**src/rtl/residual_packer.sv**
```systemverilog
`default_nettype none
// ============================================================================
// Module   : residual_packer
// Purpose  : Emits a header word, then the low k bits of each residual,
//            packed LSB-first into OUT_W-bit valid/ready stream words.
// Revision : 1.0  initial release
// ============================================================================
module residual_packer #(
    parameter int N_PIX = 16,
    parameter int RES_W = 8,
    parameter int OUT_W = 32
) (
    input  logic                   clk,
    input  logic                   rst,
    input  logic                   in_valid,
    output logic                   in_ready,
    input  logic [7:0]             in_base,
    input  logic [3:0]             in_width,
    input  logic [N_PIX*RES_W-1:0] in_res,
    output logic                   out_valid,
    input  logic                   out_ready,
    output logic [OUT_W-1:0]       out_data,
    output logic                   out_last
);
    localparam int BUF_W = 2 * OUT_W;
    localparam int CNT_W = $clog2(BUF_W + 1);
    localparam int IDX_W = $clog2(N_PIX + 1);
    localparam logic [CNT_W-1:0] C_WORD_BITS = CNT_W'(OUT_W);
    localparam logic [IDX_W-1:0] C_END_IDX   = IDX_W'(N_PIX);
    localparam logic [3:0]       C_KC_MAX    = 4'(RES_W);

    typedef enum logic [1:0] {
        S_IDLE = 2'd0,
        S_HDR  = 2'd1,
        S_PACK = 2'd2
    } state_t;

    state_t                   r_state,  w_state;
    logic [7:0]               r_base,   w_base;
    logic [3:0]               r_kc,     w_kc;
    logic [N_PIX*RES_W-1:0]   r_res,    w_res;
    logic [BUF_W-1:0]         r_buf,    w_buf;
    logic [CNT_W-1:0]         r_cnt,    w_cnt;
    logic [IDX_W-1:0]         r_idx,    w_idx;

    logic                     r_in_ready,  w_in_ready;
    logic                     r_out_valid, w_out_valid;
    logic [OUT_W-1:0]         r_out_data,  w_out_data;
    logic                     r_out_last,  w_out_last;

    logic [IDX_W-1:0]         w_sel_idx;
    logic [RES_W-1:0]         w_res_sel;
    logic [RES_W-1:0]         w_mask;

    assign in_ready  = r_in_ready;
    assign out_valid = r_out_valid;
    assign out_data  = r_out_data;
    assign out_last  = r_out_last;

    // Index guarded so the part-select never leaves the residual vector.
    assign w_sel_idx = (r_idx < C_END_IDX) ? r_idx : '0;
    assign w_res_sel = r_res[int'(w_sel_idx)*RES_W +: RES_W];
    assign w_mask    = {RES_W{1'b1}} >> (RES_W - int'(r_kc));

    always_comb begin
        w_state = r_state;
        w_base  = r_base;
        w_kc    = r_kc;
        w_res   = r_res;
        w_buf   = r_buf;
        w_cnt   = r_cnt;
        w_idx   = r_idx;

        case (r_state)
            S_IDLE: begin
                if (in_valid && r_in_ready) begin
                    w_base  = in_base;
                    w_kc    = (in_width > C_KC_MAX) ? C_KC_MAX : in_width;
                    w_res   = in_res;
                    w_buf   = '0;
                    w_cnt   = '0;
                    w_idx   = '0;
                    w_state = S_HDR;
                end
            end
            S_HDR: begin
                if (out_ready) begin
                    w_state = (r_kc == 4'd0) ? S_IDLE : S_PACK;
                end
            end
            S_PACK: begin
                // Append only while a word is incomplete, so it never collides with a pop.
                if (r_cnt < C_WORD_BITS && r_idx < C_END_IDX) begin
                    w_buf = r_buf | (BUF_W'(w_res_sel & w_mask) << r_cnt);
                    w_cnt = r_cnt + CNT_W'(r_kc);
                    w_idx = r_idx + IDX_W'(1);
                end else if (r_out_valid && out_ready) begin
                    w_buf = r_buf >> OUT_W;
                    w_cnt = (r_cnt > C_WORD_BITS) ? (r_cnt - C_WORD_BITS) : '0;
                    if (r_out_last) begin
                        w_state = S_IDLE;
                    end
                end
            end
            default: begin
                w_state = S_IDLE;
            end
        endcase

        w_in_ready  = (w_state == S_IDLE);
        w_out_valid = 1'b0;
        w_out_data  = '0;
        w_out_last  = 1'b0;
        if (w_state == S_HDR) begin
            w_out_valid = 1'b1;
            w_out_data  = OUT_W'({w_kc, w_base});
            w_out_last  = (w_kc == 4'd0);
        end else if (w_state == S_PACK) begin
            w_out_valid = (w_cnt >= C_WORD_BITS) || (w_idx == C_END_IDX && w_cnt != '0);
            w_out_data  = w_buf[OUT_W-1:0];
            w_out_last  = w_out_valid && (w_idx == C_END_IDX) && (w_cnt <= C_WORD_BITS);
        end
    end

    always_ff @(posedge clk or negedge rst) begin
        if (!rst) begin
            r_state     <= S_IDLE;
            r_base      <= '0;
            r_kc        <= '0;
            r_res       <= '0;
            r_buf       <= '0;
            r_cnt       <= '0;
            r_idx       <= '0;
            r_in_ready  <= 1'b1;
            r_out_valid <= 1'b0;
            r_out_data  <= '0;
            r_out_last  <= 1'b0;
        end else begin
            r_state     <= w_state;
            r_base      <= w_base;
            r_kc        <= w_kc;
            r_res       <= w_res;
            r_buf       <= w_buf;
            r_cnt       <= w_cnt;
            r_idx       <= w_idx;
            r_in_ready  <= w_in_ready;
            r_out_valid <= w_out_valid;
            r_out_data  <= w_out_data;
            r_out_last  <= w_out_last;
        end
    end

endmodule
`default_nettype wire
```
**config.mk**
```make
export PLATFORM = sky130hd
export DESIGN_NAME = residual_packer
export DESIGN_NICKNAME = d
export VERILOG_FILES = /design/src/rtl/residual_packer.sv
export SDC_FILE = /design/constraint.sdc
export NUM_CORES = 1
export LEC_CHECK = 0
export CAP_MARGIN = 20
export CORE_UTILIZATION = 56
export CTS_CLUSTER_DIAMETER = 50
export DETAILED_ROUTE_END_ITERATION = 7
export DONT_BUFFER_PORTS = 1
export GPL_ROUTABILITY_DRIVEN = 0
export PLACE_DENSITY = 0.69
export SKIP_LAST_GASP = 1
export SYNTH_ARGS = -nofsm -noshare
export SYNTH_HDL_FRONTEND = slang
export SYNTH_SLANG_ARGS = --single-unit
export TNS_END_PERCENT = 30
```
**constraint.sdc**
```tcl
create_clock -name clk -period 4.1 [get_ports clk]
set_input_delay 0.82 -clock clk [delete_from_list [all_inputs] [get_ports clk]]
set_output_delay 0.82 -clock clk [all_outputs]
set_load 0.005 [all_outputs]
```
Yosys cells after proc, flatten, opt, wreduce, memory -nomap -nowiden
Index checks and enable logic that the tools add are counted.
Word-level totals
  logic and storage cells: 80
  input port bits: 144
  output and inout bits: 35
  register bits: 253
Operators by class
  bitwise logic cells: 2
  reductions and logical operators: 15
  magnitude comparators: 6
  shift-type cells: 3
  add/subtract/negate cells: 4
  equal/unequal tests: 7
  muxes and demuxes: 31
Operator list (number)
  2-to-1 mux 64 bit: 3
  one-hot mux 64 bit (2 select lines): 1
  indexed part select 128 x 9 -> 8 bit: 1
  2-to-1 mux 32 bit: 2
  OR 64 bit: 1
  left shift 8 x 7 -> 64 bit: 1
  right shift 8 x 32 -> 8 bit (first input constant): 1
  2-to-1 mux 7 bit: 4
  2-to-1 mux 8 bit: 2
  2-to-1 mux 5 bit: 3
  one-hot mux 7 bit (2 select lines): 1
  2-to-1 mux 2 bit: 6
  2-to-1 mux 4 bit: 3
  one-hot mux 5 bit (2 select lines): 1
  bitwise AND 8 bit: 1
  logical NOT 4 bit: 2
  adder 7 x 4 -> 7 bit: 1
  >= comparator 7 x 6 -> 1 bit (second input constant): 1
  greater-than comparator 7 x 6 -> 1 bit (second input constant): 1
  <= comparator 7 x 6 -> 1 bit (second input constant): 1
  < comparator 7 x 6 -> 1 bit (second input constant): 1
  nonzero test 7 bit: 1
  subtractor 7 x 6 -> 7 bit (second input constant): 1
  logical AND 1 bit: 6
  16 further kinds: 22

Depth between registers and ports, before layout
  depth after elaboration: 12
  mapped depth: 12
  depth with buffers taken out: 12

Worst setup path before layout
OpenSTA, ideal clock, no wires.
  path type: flip-flop to flip-flop
  start: reg r_kc[1]
  end: reg r_out_data[14], in the netlist out_data[14]
  period minus slack after synthesis: 3.079 ns
  slack: 1.021 ns
  arrival time: 2.992 ns
  cell stages (with the launch flop): 13
  data required time: 4.013 ns
  setup time: 0.087 ns
  path buffers: 1
  path through: dfrtp_1 -> inv_1 -> ha_1 -> clkbuf_1 -> nor2b_1 -> o21ai_0 -> a21o_1 -> a221o_1 -> mux2_2 -> mux4_2 -> a2bb2oi_2 -> and3_1 -> a211oi_2
On the way
  longest elaborated chain between the ends: 9
  elaborated cells between the ends (all ways): 15
  those cells by class: add/sub (1); eq/ne (2); shift (2); mux (7); bitwise (2); reduce/logical (1)
Ends and longest elaborated chain
  start, declared: line 40  | logic [3:0] r_kc, w_kc;
  start signal, assigned: line 141  | r_kc <= w_kc;
  subtractor 4 x 4 -> 5 bit: line 63  | assign w_mask = {RES_W{1'b1}} >> (RES_W - int'(r_kc));
  right shift 8 x 32 -> 8 bit: line 63
  bitwise AND 8 bit: line 94  | w_buf = r_buf | (BUF_W'(w_res_sel & w_mask) << r_cnt);
  left shift 8 x 7 -> 64 bit: line 94
  OR 64 bit: line 94
  2-to-1 mux 64 bit: line 93  | if (r_cnt < C_WORD_BITS && r_idx < C_END_IDX) begin
  one-hot mux 64 bit (2 select lines): line 74  | case (r_state)
  2-to-1 mux 32 bit: line 118  | end else if (w_state == S_PACK) begin
  2-to-1 mux 32 bit (*): line 114  | if (w_state == S_HDR) begin
  net w_out_data[14]: line 48  | logic [OUT_W-1:0] r_out_data, w_out_data;
  end signal, assigned: line 148  | r_out_data <= w_out_data;
  end, declared: line 48
The timed path passes the listed nets; every way through them passes the cells marked *.
A chain may end at the register's enable or synchronous reset.

Worst setup path in the final report
  start: reg r_idx[0]
  end: reg r_out_data[24], in the netlist out_data[24]
On the way
  longest elaborated chain between the ends: 10
  elaborated cells between the ends (all ways): 15
  those cells by class: order compare (1); eq/ne (2); shift (2); mux (7); bitwise (2); reduce/logical (1)
Ends and longest elaborated chain
  start, declared: line 44  | logic [IDX_W-1:0] r_idx, w_idx;
  start signal, assigned: line 145  | r_idx <= w_idx;
  < comparator 5 bit: line 61, 93
  2-to-1 mux 5 bit: line 61  | assign w_sel_idx = (r_idx < C_END_IDX) ? r_idx : '0;
  indexed part select 128 x 9 -> 8 bit: line 62  | assign w_res_sel = r_res[int'(w_sel_idx)*RES_W +: RES_W];
  bitwise AND 8 bit: line 94
  left shift 8 x 7 -> 64 bit: line 94
  OR 64 bit: line 94
  2-to-1 mux 64 bit: line 93
  one-hot mux 64 bit (2 select lines): line 74
  2-to-1 mux 32 bit: line 118
  2-to-1 mux 32 bit (*): line 114
  net w_out_data[24]: line 48
Marked as above.

==> impl_metrics.ini <==
[outcome]
run_status = complete, but fails checks
failed_checks = negative hold slack

[final_layout]
drive_gt1_frac = 0.0841
number_of_fill_cells_in_the_layout = 1894
antenna-diode-count = 0
synthToLayoutAreaGrowth_pct = 10.0
layout.nets = 1519
postLayoutCoreUtil = 0.627

[floorplanning]
initial_core_util = 0.570
chipHeight_um = 151
core_um2 = 21800
boundaryPins = 179
dieArea_um2 = 22700
die-width_um = 151
placement_rows = 54

[cts]
clk_pin_slew_worst_paths_ns = 0.06
cts_resized = 0
clkLatencyLatePin_ns = 0.55
cts-root-buf = clkbuf_16
cts_tree = built
htree_num_levels = 1
clock_tree.buffer_depth = 3
cts_made_buffers = 30
setup_fix_buffers_added_after_clock_tree_synthesis = 0
tritoncts_num_sinks = 253

[timing]
fin_worst_skew_ns = 0.0161
timing_hold_violations_final = 49
fmax_ghz = 0.264
setup_tns_after_final_layout_ns = 0
max-slew-margin-rel = 0.316
report.final.setup_viol = 0
drv_slew = 0
worst_pin_slew_ns = 1.03
timing.final.crit_share = 0.922
grt_setup_unrepaired = no
final.min_clock_period_ns = 3.78
final.hold.worst_slack_ns = -0.0344

[logic_synthesis]
postSynth.asyncResetShare = 1.00
synth-main-ff-cell = dfrtp_1
post-synth-top-area-cell = dfrtp_1
yosys.area_share.adder = 0.00767
sequential_share_of_the_synthesized_area = 0.511
share_of_the_synthesized_area_in_compound_gates_ao_oa_aoi_oai = 0.148
synth_top_family_by_area = simple AND/OR/NAND/NOR gates
synth_edf_count = 0
synth_area_in_simple_gates = 0.233
postSynthRegisterBits = 253
synthesis.yosys.warnings = 0
synthCells = 1394
postSynthAreaPerCell_um2 = 8.89
synthesis.nets = 1545
syn_area_um2 = 12400
yosys.cell_types.count = 76
synthXorXnorAreaFrac = 0.00141
post_synth_mux_area_share = 0.0627
synth.top_cell.area_share = 0.509
synthTopCellsByArea = dfrtp_1 (51%), nand2_1 (15%), mux2i_1 (4.4%)

[drt]
drt_first_pass_iters = 8
post_drt_via_cell_ratio = 6.03
drt-wirelength-per-cell_um = 19.9
detailroute.via_count = 10100
detailedRoute.firstIterationViolations = 1028
routed_wirelength_um = 33300
drtAntennaViolNets = 0
drcViolationCount = 0

[worst_setup_path]
worstPathArrival_ns = 4.18
timing.critical_path.slowest_cell_delay_ns = 0.62
required_time_at_the_endpoint_of_the_critical_path_ns = 4.50
cp_max_fo = 27
end_kind = flip-flop
slowest_stage = a2111oi_0
worstSetupStartpointType = flip-flop
crit_family = compound AO/OA/AOI/OAI gates
setup.worst_path.class = flip-flop to flip-flop
cp_num_buf_inv = 1
crit_path_cell_trace = buf_4, o21ba_2, a2bb2oi_1, a2111oi_0, a211o_1, a2bb2oi_1, mux4_2, nor2_1, a2111oi_0, nor3_1

[global_routing]
number_of_global_route_vias_before_repair = 9797
antenna_found_initial = 1
grt_pass1_wl_um = 52500
grt-ovfl-total = 0
all_layer_gr_usage = 0.302
grt_max_degree = 254

[power_and_ir_drop]
power_frac_clock = 0.239
seqPwrFrac = 0.354
net-switching-power_mw = 4.61
vdd.ir_drop.worst_uv = 424
power_density_nw_per_um2 = 822
cellInternalPower_mw = 6.59
power_switching_share = 0.412
power.combinational.fraction = 0.406
p_leak_nw = 6.45

[placed_design]
io_buffers = 0
placed_wire_length_estimate_um = 23300

[hold_path]
min-delay-path-class = primary input to async pin

[flow_run]
max_cap_violations = 0
[logic make-up after synthesis]
| logic type | Yosys count |
|---|---|
| buffers and inverters | 109 |
| AND/OR/NAND/NOR | 694 |
| flip-flops | 253 |
| AO/OA/AOI/OAI | 260 |
| adder cells (fa/ha/maj) | 7 |
| multiplexers | 69 |
| XOR/XNOR | 2 |
[cell usage in the layout, fill, tap and decap left out, types with 8 or more instances in the layout]
cell type  Yosys  final
nor2_1        90     89
inv_1         13     13
a21o_1         9      9
a22o_1        13     13
o22ai_1       14     14
clkbuf_16      0     31
o21ai_0       32     30
mux2i_1       54     54
o21a_1        12     12
a2bb2oi_1      9      9
and3_1         8      8
nor2b_1       10     10
buf_4          3     35
mux2_2         8      8
nand3_1       13     13
a21oi_1       53     53
nand2b_1      14     14
and2_1        25     25
o221ai_1       8      8
a211oi_1      12     12
nor3b_1        8      8
a22oi_1       14     14
a31oi_1       16     16
nand2_1      489    488
dfrtp_1      252    251
a221oi_1       8      8
nor3_1        18     17
[synthesized netlist by cell type, drive strengths merged (12+ instances only)]
cell type    n
a31oi       16
a22oi       14
o21a        12
and2        25
a22o        13
clkbuf      71
buf         22
o22ai       14
inv         13
nand2      489
nand2b      14
nor3        18
a211oi      13
a21oi       54
nor2        90
o21ai       35
nand3       13
dfrtp      252
mux2i       54
[power by group through the flow]
stage	Clock (mW)	Combinational (mW)	Sequential (mW)
after global placement	0	4.39	4.00
after global routing	2.82	5.07	4.06
after CTS	2.73	4.52	3.96
after floorplan	0	3.45	3.71
final	2.68	4.55	3.97
after detailed placement	0	4.50	4.00
[layout make-up]
type,instances,area (um^2),share of cell area
Clock buffer,37,808,0.0593
Timing Repair Buffer,35,263,0.0193
Multi-Input combinational cell,1032,5620,0.412
Inverter,16,60.1,0.00440
Clock inverter,18,203,0.0149
Tap cell,280,350,0.0257
Sequential cell,253,6330,0.464
[registers in the layout (all words and copies together), names as in the netlist]
signal,cells
r_cnt,7
r_state,2
r_base,8
r_idx,5
r_res,128
r_kc,4
r_buf,64
out_data,32
out_last,1
out_valid,1
in_ready,1
[path summary, 6_finish.rpt]
kind	cells after the start	slack [ns]	from	end
max	10	0.32	r_idx[0]$_DFF_PN0_	out_data[24]$_DFF_PN0_
min	0	-0.03	rst	r_base[0]$_DFF_PN0_
max reg2reg	10	0.32	r_idx[0]$_DFF_PN0_	out_data[24]$_DFF_PN0_
min reg2reg	2	0.47	r_res[88]$_DFFE_PN0P_	r_res[88]$_DFFE_PN0P_
max in group asynchronous	0	3.55	rst	r_idx[0]$_DFF_PN0_
min in group clk	2	0.37	in_res[99]	r_res[99]$_DFFE_PN0P_
[through the flow]
stage	setup WS [ns]	cells	instance area (um^2)	hold slack, ns	power (mW)
4_1_cts	0.439	1671	13600	-0.0521	11.2
2_1_floorplan	1.02	1394	12400	0.437	7.15
5_1_grt	0.0374	1671	13600	-0.0450	11.9
3_5_place_dp	0.556	1616	12600	0.457	8.50
6_report	0.319	1671	13600	-0.0344	11.2
3_3_place_gp	0.628	1616	12600	0.456	8.38
[per-layer routing]
metal / GRT usage / vias to the layer above / wire length, um
met1: 0.394 / 4880 / 13500
met2: 0.509 / 432 / 16400
li1: - / 4693 / -
met3: 0.0494 / 74 / 2260
met4: 0.109 / 2 / 1100
met5: 0 / - / 10
No activity file was read; power rests on OpenSTA's default activity.
